## config.mk

```make
export PLATFORM = sky130hd
export DESIGN_NAME = systolic_ctrl_4x4
export DESIGN_NICKNAME = d
export VERILOG_FILES = /design/src/rtl/systolic_ctrl_4x4.sv
export SDC_FILE = /design/constraint.sdc
export NUM_CORES = 2
export LEC_CHECK = 0
export CAP_MARGIN = 20
export CORE_AREA = 2 2 453 455
export DETAILED_ROUTE_END_ITERATION = 10
export DIE_AREA = 0 0 455 457
export DONT_BUFFER_PORTS = 1
export PLACE_DENSITY = 0.4
export SKIP_CTS_REPAIR_TIMING = 1
export SYNTH_ARGS = -nofsm -noshare
export SYNTH_HDL_FRONTEND = slang
export SYNTH_SLANG_ARGS = --single-unit
```

## constraint.sdc

```tcl
create_clock -name clk -period 3.7 [get_ports clk]
set_clock_uncertainty 0.1 [all_clocks]
set_input_delay 0.555 -clock clk [delete_from_list [all_inputs] [get_ports clk]]
set_output_delay 0.555 -clock clk [all_outputs]
set_load 0.03 [all_outputs]
```

## src/rtl/systolic_ctrl_4x4.sv

```systemverilog
// Controller for a 4x4 systolic array: latches A/B on accept, clears the array, streams
// skewed row/column feeds, then waits (bounded) for the array and hands back its result.
module systolic_ctrl_4x4 #(
    parameter int unsigned WIDTH      = 16,
    parameter int unsigned FRAC_WIDTH = 8,
    parameter int unsigned TIMEOUT    = 32
) (
    input  logic                   clk,
    input  logic                   rst_n,
    input  logic                   start_valid,
    output logic                   start_ready,
    input  logic [16*WIDTH-1:0]    a_mat,
    input  logic [16*WIDTH-1:0]    b_mat,
    output logic                   arr_rst_n,
    output logic [WIDTH-1:0]       arr_west0,
    output logic [WIDTH-1:0]       arr_west4,
    output logic [WIDTH-1:0]       arr_west8,
    output logic [WIDTH-1:0]       arr_west12,
    output logic [WIDTH-1:0]       arr_north0,
    output logic [WIDTH-1:0]       arr_north1,
    output logic [WIDTH-1:0]       arr_north2,
    output logic [WIDTH-1:0]       arr_north3,
    input  logic                   arr_done,
    input  logic [WIDTH*WIDTH-1:0] arr_out,
    output logic                   res_valid,
    input  logic                   res_ready,
    output logic [WIDTH*WIDTH-1:0] result,
    output logic                   err,
    output logic                   busy
);

    localparam int unsigned CntW = $clog2(TIMEOUT + 1);

    // The fixed-point format is only carried through; reject a nonsensical split early.
    if (FRAC_WIDTH >= WIDTH) begin : g_bad_frac
        $error("FRAC_WIDTH must be smaller than WIDTH");
    end

    typedef enum logic [2:0] {StIdle, StClear, StFeed, StDrain, StDone} state_e;

    state_e                 state_q, state_d;
    logic [2:0]             t_q, t_d;
    logic [CntW-1:0]        cnt_q, cnt_d;
    logic [16*WIDTH-1:0]    a_q, a_d, b_q, b_d;
    logic [WIDTH*WIDTH-1:0] result_d;
    logic                   err_d;
    logic [WIDTH-1:0]       west_d [4];
    logic [WIDTH-1:0]       north_d [4];

    always_comb begin
        state_d  = state_q;
        t_d      = t_q;
        cnt_d    = cnt_q;
        a_d      = a_q;
        b_d      = b_q;
        result_d = result;
        err_d    = err;
        unique case (state_q)
            StIdle: begin
                if (start_valid && start_ready) begin
                    a_d     = a_mat;
                    b_d     = b_mat;
                    state_d = StClear;
                end
            end
            StClear: begin
                t_d     = 3'd0;
                state_d = StFeed;
            end
            StFeed: begin
                if (t_q == 3'd6) begin
                    cnt_d   = '0;
                    state_d = StDrain;
                end else begin
                    t_d = t_q + 3'd1;
                end
            end
            StDrain: begin
                if (arr_done) begin
                    result_d = arr_out;
                    err_d    = 1'b0;
                    state_d  = StDone;
                end else if (cnt_q == CntW'(TIMEOUT - 1)) begin
                    result_d = arr_out;
                    err_d    = 1'b1;
                    state_d  = StDone;
                end else begin
                    cnt_d = cnt_q + 1'b1;
                end
            end
            StDone: begin
                if (res_ready) begin
                    state_d = StIdle;
                end
            end
            default: state_d = StIdle;
        endcase
    end

    // Feeds are computed for the upcoming cycle so they leave the design registered.
    always_comb begin
        for (int i = 0; i < 4; i++) begin
            west_d[i]  = '0;
            north_d[i] = '0;
        end
        if (state_d == StFeed) begin
            for (int i = 0; i < 4; i++) begin
                for (int k = 0; k < 4; k++) begin
                    if (int'(t_d) == i + 3 - k) begin
                        west_d[i]  = a_q[(i*4+k)*WIDTH +: WIDTH];
                        north_d[i] = b_q[(k*4+i)*WIDTH +: WIDTH];
                    end
                end
            end
        end
    end

    always_ff @(posedge clk or negedge rst_n) begin
        if (!rst_n) begin
            state_q     <= StIdle;
            t_q         <= '0;
            cnt_q       <= '0;
            a_q         <= '0;
            b_q         <= '0;
            result      <= '0;
            err         <= 1'b0;
            res_valid   <= 1'b0;
            busy        <= 1'b0;
            start_ready <= 1'b0;
            arr_rst_n   <= 1'b0;
            arr_west0   <= '0;
            arr_west4   <= '0;
            arr_west8   <= '0;
            arr_west12  <= '0;
            arr_north0  <= '0;
            arr_north1  <= '0;
            arr_north2  <= '0;
            arr_north3  <= '0;
        end else begin
            state_q     <= state_d;
            t_q         <= t_d;
            cnt_q       <= cnt_d;
            a_q         <= a_d;
            b_q         <= b_d;
            result      <= result_d;
            err         <= err_d;
            res_valid   <= (state_d == StDone);
            busy        <= (state_d == StClear) || (state_d == StFeed) || (state_d == StDrain);
            start_ready <= (state_d == StIdle);
            arr_rst_n   <= (state_d != StClear);
            arr_west0   <= west_d[0];
            arr_west4   <= west_d[1];
            arr_west8   <= west_d[2];
            arr_west12  <= west_d[3];
            arr_north0  <= north_d[0];
            arr_north1  <= north_d[1];
            arr_north2  <= north_d[2];
            arr_north3  <= north_d[3];
        end
    end

endmodule

```

==> flow_summary.json <==
{
  "status": "finished with violations",
  "violations": "max-slew violations",
  "critical_path_required_ps": 4360,
  "num_vias": 25317,
  "worst-path-stages": 5,
  "antenna_found_initial": 90,
  "syn_nets": 3333,
  "cts_tree": "built",
  "grt_max_degree": 914,
  "rsz0062_at_grt": "false",
  "firstDrtPassIters": 4,
  "fmax_mhz": 295,
  "areaGrowthSynthToFinish_pct": 41.1,
  "yosysSeqAreaShare": 0.618,
  "endpoint_kind": "async pin",
  "synth_edf_count": 0,
  "gp_congestion": 0.809,
  "clock_sinks": 913,
  "grt_usage": 0.155,
  "drt_iter0_markers": 1402,
  "worst_path_most_repeated_cell": "buf_16",
  "die_area_sq_um": 208000,
  "clk_latency_ps": 770,
  "cp_max_fo": 232,
  "fin_nets": 4096,
  "fin_crit_sh": 0.917,
  "drcViolationCount": 0,
  "drtAntennaViolNets": 0,
  "cellPowerDensity_nw_per_um2": 1020,
  "yosysTopAreaCell": "dfrtp_1",
  "core_sq_um": 203000,
  "cts_root_buffer": "clkbuf_16",
  "slew_viol_final": 44,
  "worst_slew_pin_slew_ps": 1530,
  "grt_pass1_wl_microns": 220000,
  "start_util": 0.182,
  "synth_seq_cells": 913,
  "rows": 166,
  "max_cap_violations": 0,
  "fin_util": 0.256,
  "setup_viol": 0,
  "crit_family": "buffers and inverters",
  "synth_top_area_frac": 0.618,
  "n_fill_cell": 21279,
  "routed_wl_microns": 170000,
  "r2r_cells": 8,
  "fin_crit_ps": 3390,
  "synthesis.area_sq_um": 36900,
  "grt_pass1_vias": 23315,
  "synth_ff_type": "dfrtp_1",
  "cp_cell_sequence": "dlygate4sd3_1 -> buf_12 -> buf_16 -> buf_16 -> buf_16",
  "hold_viol": 0,
  "synth_warnings": 0,
  "numCtsBuffers": 113,
  "pre_cts_slack_ps": 490,
  "hold_depth": 3,
  "max-slew-margin-rel": -0.0167,
  "die-width_microns": 455,
  "synthTopCellsByArea": "dfrtp_1 (62%), mux2_2 (23%), mux2i_1 (2.0%)",
  "layout-drive-gt1-share": 0.302,
  "hold_class": "in2reg",
  "routedWlPerCell_microns": 27.5,
  "worst-path-buf-inv": 5,
  "clkTransAtPathRegs_ps": 60,
  "syn_inst": 2557,
  "synth.distinct_cells": 51,
  "grt_overflow_total": 0,
  "peakVddDrop_mv": 0.840,
  "dp_hpwl_microns": 125000,
  "avgSynthCellArea_sq_um": 14.4,
  "ios": 1162,
  "fin_setup_tns_ps": 0,
  "p_leak_nw": 21.8,
  "die_y_microns": 457,
  "critPathArrivalTime_ps": 4060,
  "fin_ws_ps": 307,
  "synthArstFlopShare": 1.00,
  "htree_levels": 3,
  "startpoint_type": "input pin",
  "avgViaCountPerCell": 4.11,
  "critPathKind": "in2async",
  "cts.path.max_buffers": 3,
  "max_stage_delay_ps": 710,
  "crit_slowest_cell": "buf_16",
  "port_buffers": 0
}
## report_power, final
group          internal, W  switching [W]
Clock              0.00695        0.00483
Combinational      0.00856        0.00963
Sequential          0.0148        0.00829
## final timing paths
path / to / slack, ps / from
hold / removal: cnt_q[1] / 140 / arr_done
max in group clk: arr_west0[4] / 490 / t_q[0]
setup / recovery: result[159] / 310 / rst_n
setup reg to reg: arr_west0[4] / 490 / t_q[0]
min in group asynchronous: a_q[123] / 240 / rst_n
hold reg to reg: a_q[149] / 390 / a_q[149]
## placed cells by master, fill, tap and decap left out, types with 5 or more instances in the layout
cell           synthesis  final
mux2i_1               74     74
or3_1                 23     22
a21oi_1               70     69
dlygate4sd3_1          0    771
o22a_1                32     32
nor2_1                28     28
mux2_2               769    769
o21ai_1               44     43
nand2_1               40     39
buf_12                 0     25
clkinv_2               0     20
inv_1                  7      7
diode_2                0     64
and3_1                65     65
clkbuf_16              0    115
clkbuf_8               0     15
a221o_1               32     32
a211oi_1              11     11
o21ai_0              122    122
bufinv_16              0     13
buf_16                 0      5
nor3_1                33     33
o2111a_1              22     22
a32oi_1               32     32
nand3_1                5      5
buf_4                  7     39
dfrtp_1              913    913
clkbuf_1              76     32
## per-stage QoR
step	cell area (sq um)	hold WS (ps)	total power (W)	instances
floorplan	36900	159	0.0327	2557
global placement	40200	184	0.0406	5115
detailed placement	40200	184	0.0409	5115
CTS	44100	-688	0.0530	5324
global route	52100	94.7	0.0560	6155
finish	52100	144	0.0530	6166
## flip-flops by register name, summed over array words and instances (netlist names), 3 cells and up
| name | cells |
|---|---|
| arr_north0 | 16 |
| arr_west8 | 16 |
| a_q | 256 |
| t_q | 3 |
| state_q | 3 |
| arr_north2 | 16 |
| arr_west4 | 16 |
| arr_west0 | 16 |
| result | 256 |
| cnt_q | 6 |
| arr_north3 | 16 |
| b_q | 256 |
| arr_north1 | 16 |
| arr_west12 | 16 |
## layout make-up
cell class                      instances  area [sq um]  area share
Clock inverter                         47           684      0.0131
Clock buffer                          162          3200      0.0615
Multi-Input combinational cell       1443         13200       0.253
Tap cell                             2688          3360      0.0645
Antenna cell                           64           160     0.00307
Inverter                                9          41.3    0.000792
Timing Repair Buffer                  840          8650       0.166
Sequential cell                       913         22800       0.438
## cells by family after synthesis
group,share of synthesized area
flip-flops,0.618
AND/OR/NAND/NOR,0.0319
buffers and inverters,0.0258
XOR/XNOR,0.000711
multiplexers,0.254
AO/OA/AOI/OAI,0.0676
adder cells (fa/ha/maj),0.00102
## metal layers
metal,vias to the layer above,part of all wire,track usage
met2,946,0.53,0.283
met3,283,0.066,0.0605
li1,10946,-,-
met1,13102,0.36,0.154
met4,40,0.040,0.0634
met5,-,0.0015,0
## cell usage after synthesis, types with 8 or more instances
cell / instances
and3_1: 65
a32oi_1: 32
mux2_2: 769
o21ai_0: 122
a211oi_1: 11
o2111a_1: 22
clkbuf_1: 76
nor3_1: 33
o22a_1: 32
o21ai_1: 44
buf_6: 8
nand2_1: 40
buf_2: 91
buf_1: 10
nor2_1: 28
dfrtp_1: 913
mux2i_1: 74
or3_1: 23
a21oi_1: 70
a221o_1: 32
## worst register-to-register path: stages (launching register included)
cell and delay, ps:
dfrtp_1 470, inv_1 100, ha_1 270, and2_1 220, nor4_2 590, nor2_4 150, buf_12 210, or3_1 800
o2111a_1 200
No activity file was read; power rests on OpenSTA's default activity.
==> edit 1, RTL diff (same flow settings) <==
The parameter `TIMEOUT` goes from 32 to 64.
--- a/src/rtl/systolic_ctrl_4x4.sv
+++ b/src/rtl/systolic_ctrl_4x4.sv
@@ -3,7 +3,7 @@
 module systolic_ctrl_4x4 #(
     parameter int unsigned WIDTH      = 16,
     parameter int unsigned FRAC_WIDTH = 8,
-    parameter int unsigned TIMEOUT    = 32
+    parameter int unsigned TIMEOUT    = 64
 ) (
     input  logic                   clk,
     input  logic                   rst_n,
Function: same outputs for any inputs over 4 cycles, from zero or initial values and one cycle with rst_n low; that may be too few to reach the edited logic, so the function may still have changed.
==> edit 1 against the original RTL <==
Maximum frequency rose by 4.7%; area after synthesis rose by 0.87%; worst setup slack improved by 0.15 ns; combinational power is 5% higher; wire length rose by 2.5%; non-clock buffer count is 14 higher; utilization increased by 0.23 points; design area up 0.89%; cell count rose by 0.16%; sequential cell count up 1; critical path depth is 2 higher; total power increased by 0.96%.
==> edit 1: results <==
[outcome]
status = "finished, final reports clean"

[grt]
grt_pass1_wl_um = 226000
grt_max_degree = 915
grt_util_met1_pct = 16.2
met2_usage_pct = 28.1
antenna_found_initial = 61
grt_usage_pct = 15.8
grtUsageMet3_pct = 6.38
grt_pass1_vias = 24004

[logic_synthesis]
synth.area.top_cells = "dfrtp_1 (61%), mux2_2 (25%), nand3_1 (1.3%)"
synth_xor_area_share_pct = 0.0940
ys_seq_area_share_pct = 61.4
synth_compound_area_share_pct = 7.22
synthFlopType = "dfrtp_1"
syn_nets = 3362
yosysUniqueCellTypes = 54
synth.area.mux_share_pct = 25.2
synth_commonest_cells = "dfrtp_1 (914), mux2_2 (832), nand3_1 (98), buf_2 (97), clkbuf_1 (86)"
netlist_instances = 2586
synthAdderAreaFrac_pct = 0.101

[timing]
min_period_ns = 3.24
fin_hold_ws_ns = 0.338
hold_viol_final = 0
tightest_slew_ns = 1.04

[power_and_ir_drop]
comb_power_share_pct = 35.6
seqPwrFrac_pct = 42.6
p_int_w = 0.0302
p_leak_nw = 21.6
ir_drop_uv = 602
power_w = 0.0535

[routing]
avgRoutedWirePerCell_um = 28.2
drtIter0Drc = 1503
wl_met2_um = 89100
firstDrtPassIters = 5
met3WireLength_um = 11300
num_vias = 25600
routed_wl_um = 174000

[setup_path]
startpoint = "state_q[0]"
worstPathArrival_ns = 3.74
r2r_slack_ns = 0.46
cpLargestDelayFamily = "compound AO/OA/AOI/OAI gates"
cp_slowest_cell = "dfrtp_1"
worst-path-max-fanout = 17
worstReg2RegEnd = "arr_west0[5]"
cpPeakStageDelay_ns = 0.61

[placement]
dp_slack_ns = 0.373
place_area_um2 = 40700
dp_cells = 5152
globalplace.congestion = 0.819

[worst_hold_path]
min_to = "a_q[13]"
hp-start = "start_valid"

[finish]
nets = 4136
drive_gt1_share_pct = 33.8
[edit 1: cell count changes after synthesis, sizes merged, moves of 33 or more]
cell,before,now
nand3,5,98
mux2i,74,1
o21ai,166,40
mux2,769,832
o21a,0,34
a31oi,0,33
and3,65,9
nor2,30,68
[edit 1: area by class of cell]
| class | instances | area, um2 |
|---|---|---|
| multi-input combinational | 1470 | 13600 |
| tap | 2688 | 3360 |
| fill | 21218 | 151000 |
| inverter | 4 | 22.5 |
| sequential | 914 | 22900 |
| clock buffer | 166 | 3360 |
| timing repair buffer | 854 | 8780 |
| antenna | 40 | 100 |
| clock inverter | 40 | 502 |
[edit 1: logic make-up after synthesis]
group                      after synthesis
and+or+nand+nor                        282
DFF                                    914
AOI/OAI and AO/OA                      348
adders and majority gates                3
muxes                                  833
xor gates and xnor gates                 4
buffers and inverters                  202
==> edit 2, RTL diff (same settings) <==
Made on the original files. Take the reset off `b_q` and load it in a clocked block of its own.
--- a/src/rtl/systolic_ctrl_4x4.sv
+++ b/src/rtl/systolic_ctrl_4x4.sv
@@ -121,7 +121,6 @@
             t_q         <= '0;
             cnt_q       <= '0;
             a_q         <= '0;
-            b_q         <= '0;
             result      <= '0;
             err         <= 1'b0;
             res_valid   <= 1'b0;
@@ -141,7 +140,6 @@
             t_q         <= t_d;
             cnt_q       <= cnt_d;
             a_q         <= a_d;
-            b_q         <= b_d;
             result      <= result_d;
             err         <= err_d;
             res_valid   <= (state_d == StDone);
@@ -159,5 +157,9 @@
         end
     end
 
+    always_ff @(posedge clk) begin
+        b_q <= b_d;
+    end
+
 endmodule
 
Behaviour: same outputs for any inputs over 4 cycles, from zero or initial values and one cycle with rst_n low; that may be too few to reach the edited logic, so the function may still have changed.
==> edit 2 against the original RTL <==
Sequential cell count is the same; first-iteration DRC count grew 12%; design area shrank 3.5%; total power shrank 8.6%; worst setup slack gained 0.12 ns; area after synthesis shrank 4.6%; largest power group unchanged; critical endpoint is now arr_north0[12]; wire length shrank 1.1%.
==> edit 2: results <==
[outcome]
status = "finished, final reports clean"

[power_and_ir_drop]
ir_drop_uv = 1000
p_leak_nw = 21.0

[placement]
numPortBuffers = 0
dp_hpwl_um = 123000
dp_slack_ns = 0.409
place_area_um2 = 38600
globalplace.congestion = 0.811

[logic_synthesis]
synth_edf_count = 256
synthFlopType = "dfrtp_1"
yosysWarnings = 0
syn_nets = 3584
ys_seq_area_share_pct = 68.4
async_reset_ff_share_pct = 72.0
synth.area.top_cells = "dfrtp_1 (47%), edfxtp_1 (22%), nand2_1 (8.6%)"
yosysUniqueCellTypes = 51
synth_commonest_cells = "nand2_1 (808), dfrtp_1 (657), mux2_2 (257), edfxtp_1 (256), o21ai_0 (159)"

[clocking]
cts_buffers = 109
cts_max_level = 3
clk_latency_ns = 0.74
path_clk_slew_ns = 0.06
root_buffer = "clkbuf_16"
clockBufferDepth = 3

[setup_path]
worst-path-max-fanout = 16
worstPathArrival_ns = 3.79

[routing]
drtIter0Drc = 1567
routed_wl_um = 168000
num_vias = 25408
firstDrtPassIters = 5

[timing]
tightest_slew_ns = 1.09

[grt]
grt_util_met1_pct = 15.0
grt_max_degree = 658
grt_pass1_wl_um = 213000
grtUsageMet3_pct = 6.42
grt_pass1_vias = 22825
grt_usage_pct = 15.2
met2_usage_pct = 28.0
antenna_found_initial = 81

[worst_hold_path]
hold_class = "in -> reg"

[finish]
largestRegisters = "a_q x256, b_q x256, result x256"
fillers = 21375
nets = 4347
drive_gt1_share_pct = 14.1
[edit 2: cell count changes after synthesis, sizes merged, moves of 43 or more]
| cell | before | now |
|---|---|---|
| edfxtp | 0 | 256 |
| mux2 | 769 | 257 |
| nand2 | 40 | 808 |
| clkbuf | 76 | 119 |
| dfrtp | 913 | 657 |
| buf | 116 | 72 |
[edit 2: path summary, 6_finish.rpt]
kind                           from        endpoint  slack [ns]  cells after the start
hold reg to reg             a_q[15]         a_q[15]        0.37                      2
min in group asynchronous     rst_n      result[90]        0.53                      2
max in group asynchronous     rst_n        a_q[132]        0.52                      4
setup / recovery             t_q[0]  arr_north0[12]        0.42                      7
setup reg to reg             t_q[0]  arr_north0[12]        0.42                      7
hold / removal             arr_done        cnt_q[1]        0.15                      3
[edit 2: metrics by stage]
step,hold slack [ns],std cells
after floorplan,0.159,2808
after global placement,0.173,5372
after detailed placement,0.171,5372
after CTS,-0.699,5576
after global routing,0.115,6387
final,0.153,6395
[edit 2: critical path, stage by stage, from the launching register on]
cell,delay (ns)
dfrtp_1,0.45
inv_1,0.11
ha_1,0.22
a21boi_0,0.11
o311ai_1,0.77
nor2_4,0.16
or3_1,0.80
o2111a_1,0.41
[edit 2: power breakdown]
part	internal (W)	switching, W
clock	0.00676	0.00465
combinational	0.00613	0.00958
sequential	0.0140	0.00732
total	0.0269	0.0215
[edit 2: layer usage]
layer  up-vias  wire [um]
met5         -        116
met4        18       5780
met3       285      10200
met2       982      89700
met1     12791      62200
li1      11332          -
[edit 2: layout make-up]
| cell class | count | area [um2] | area share [%] |
|---|---|---|---|
| clock buffer | 145 | 3050 | 6.05 |
| antenna | 43 | 108 | 0.214 |
| multi-input combinational | 1694 | 10300 | 20.4 |
| inverter | 10 | 55.1 | 0.109 |
| tap | 2688 | 3360 | 6.68 |
| clock inverter | 59 | 702 | 1.39 |
| sequential | 913 | 24100 | 47.9 |
| timing repair buffer | 843 | 8630 | 17.1 |
[edit 2: cell families after synthesis]
group | after synthesis | share of synthesized area (%)
simple gates | 975 | 11.3
xor+xnor | 3 | 0.0745
mux | 337 | 10.5
buf+inv | 201 | 2.58
flops | 913 | 68.4
compound gates | 376 | 7.00
fa+ha+maj | 3 | 0.106
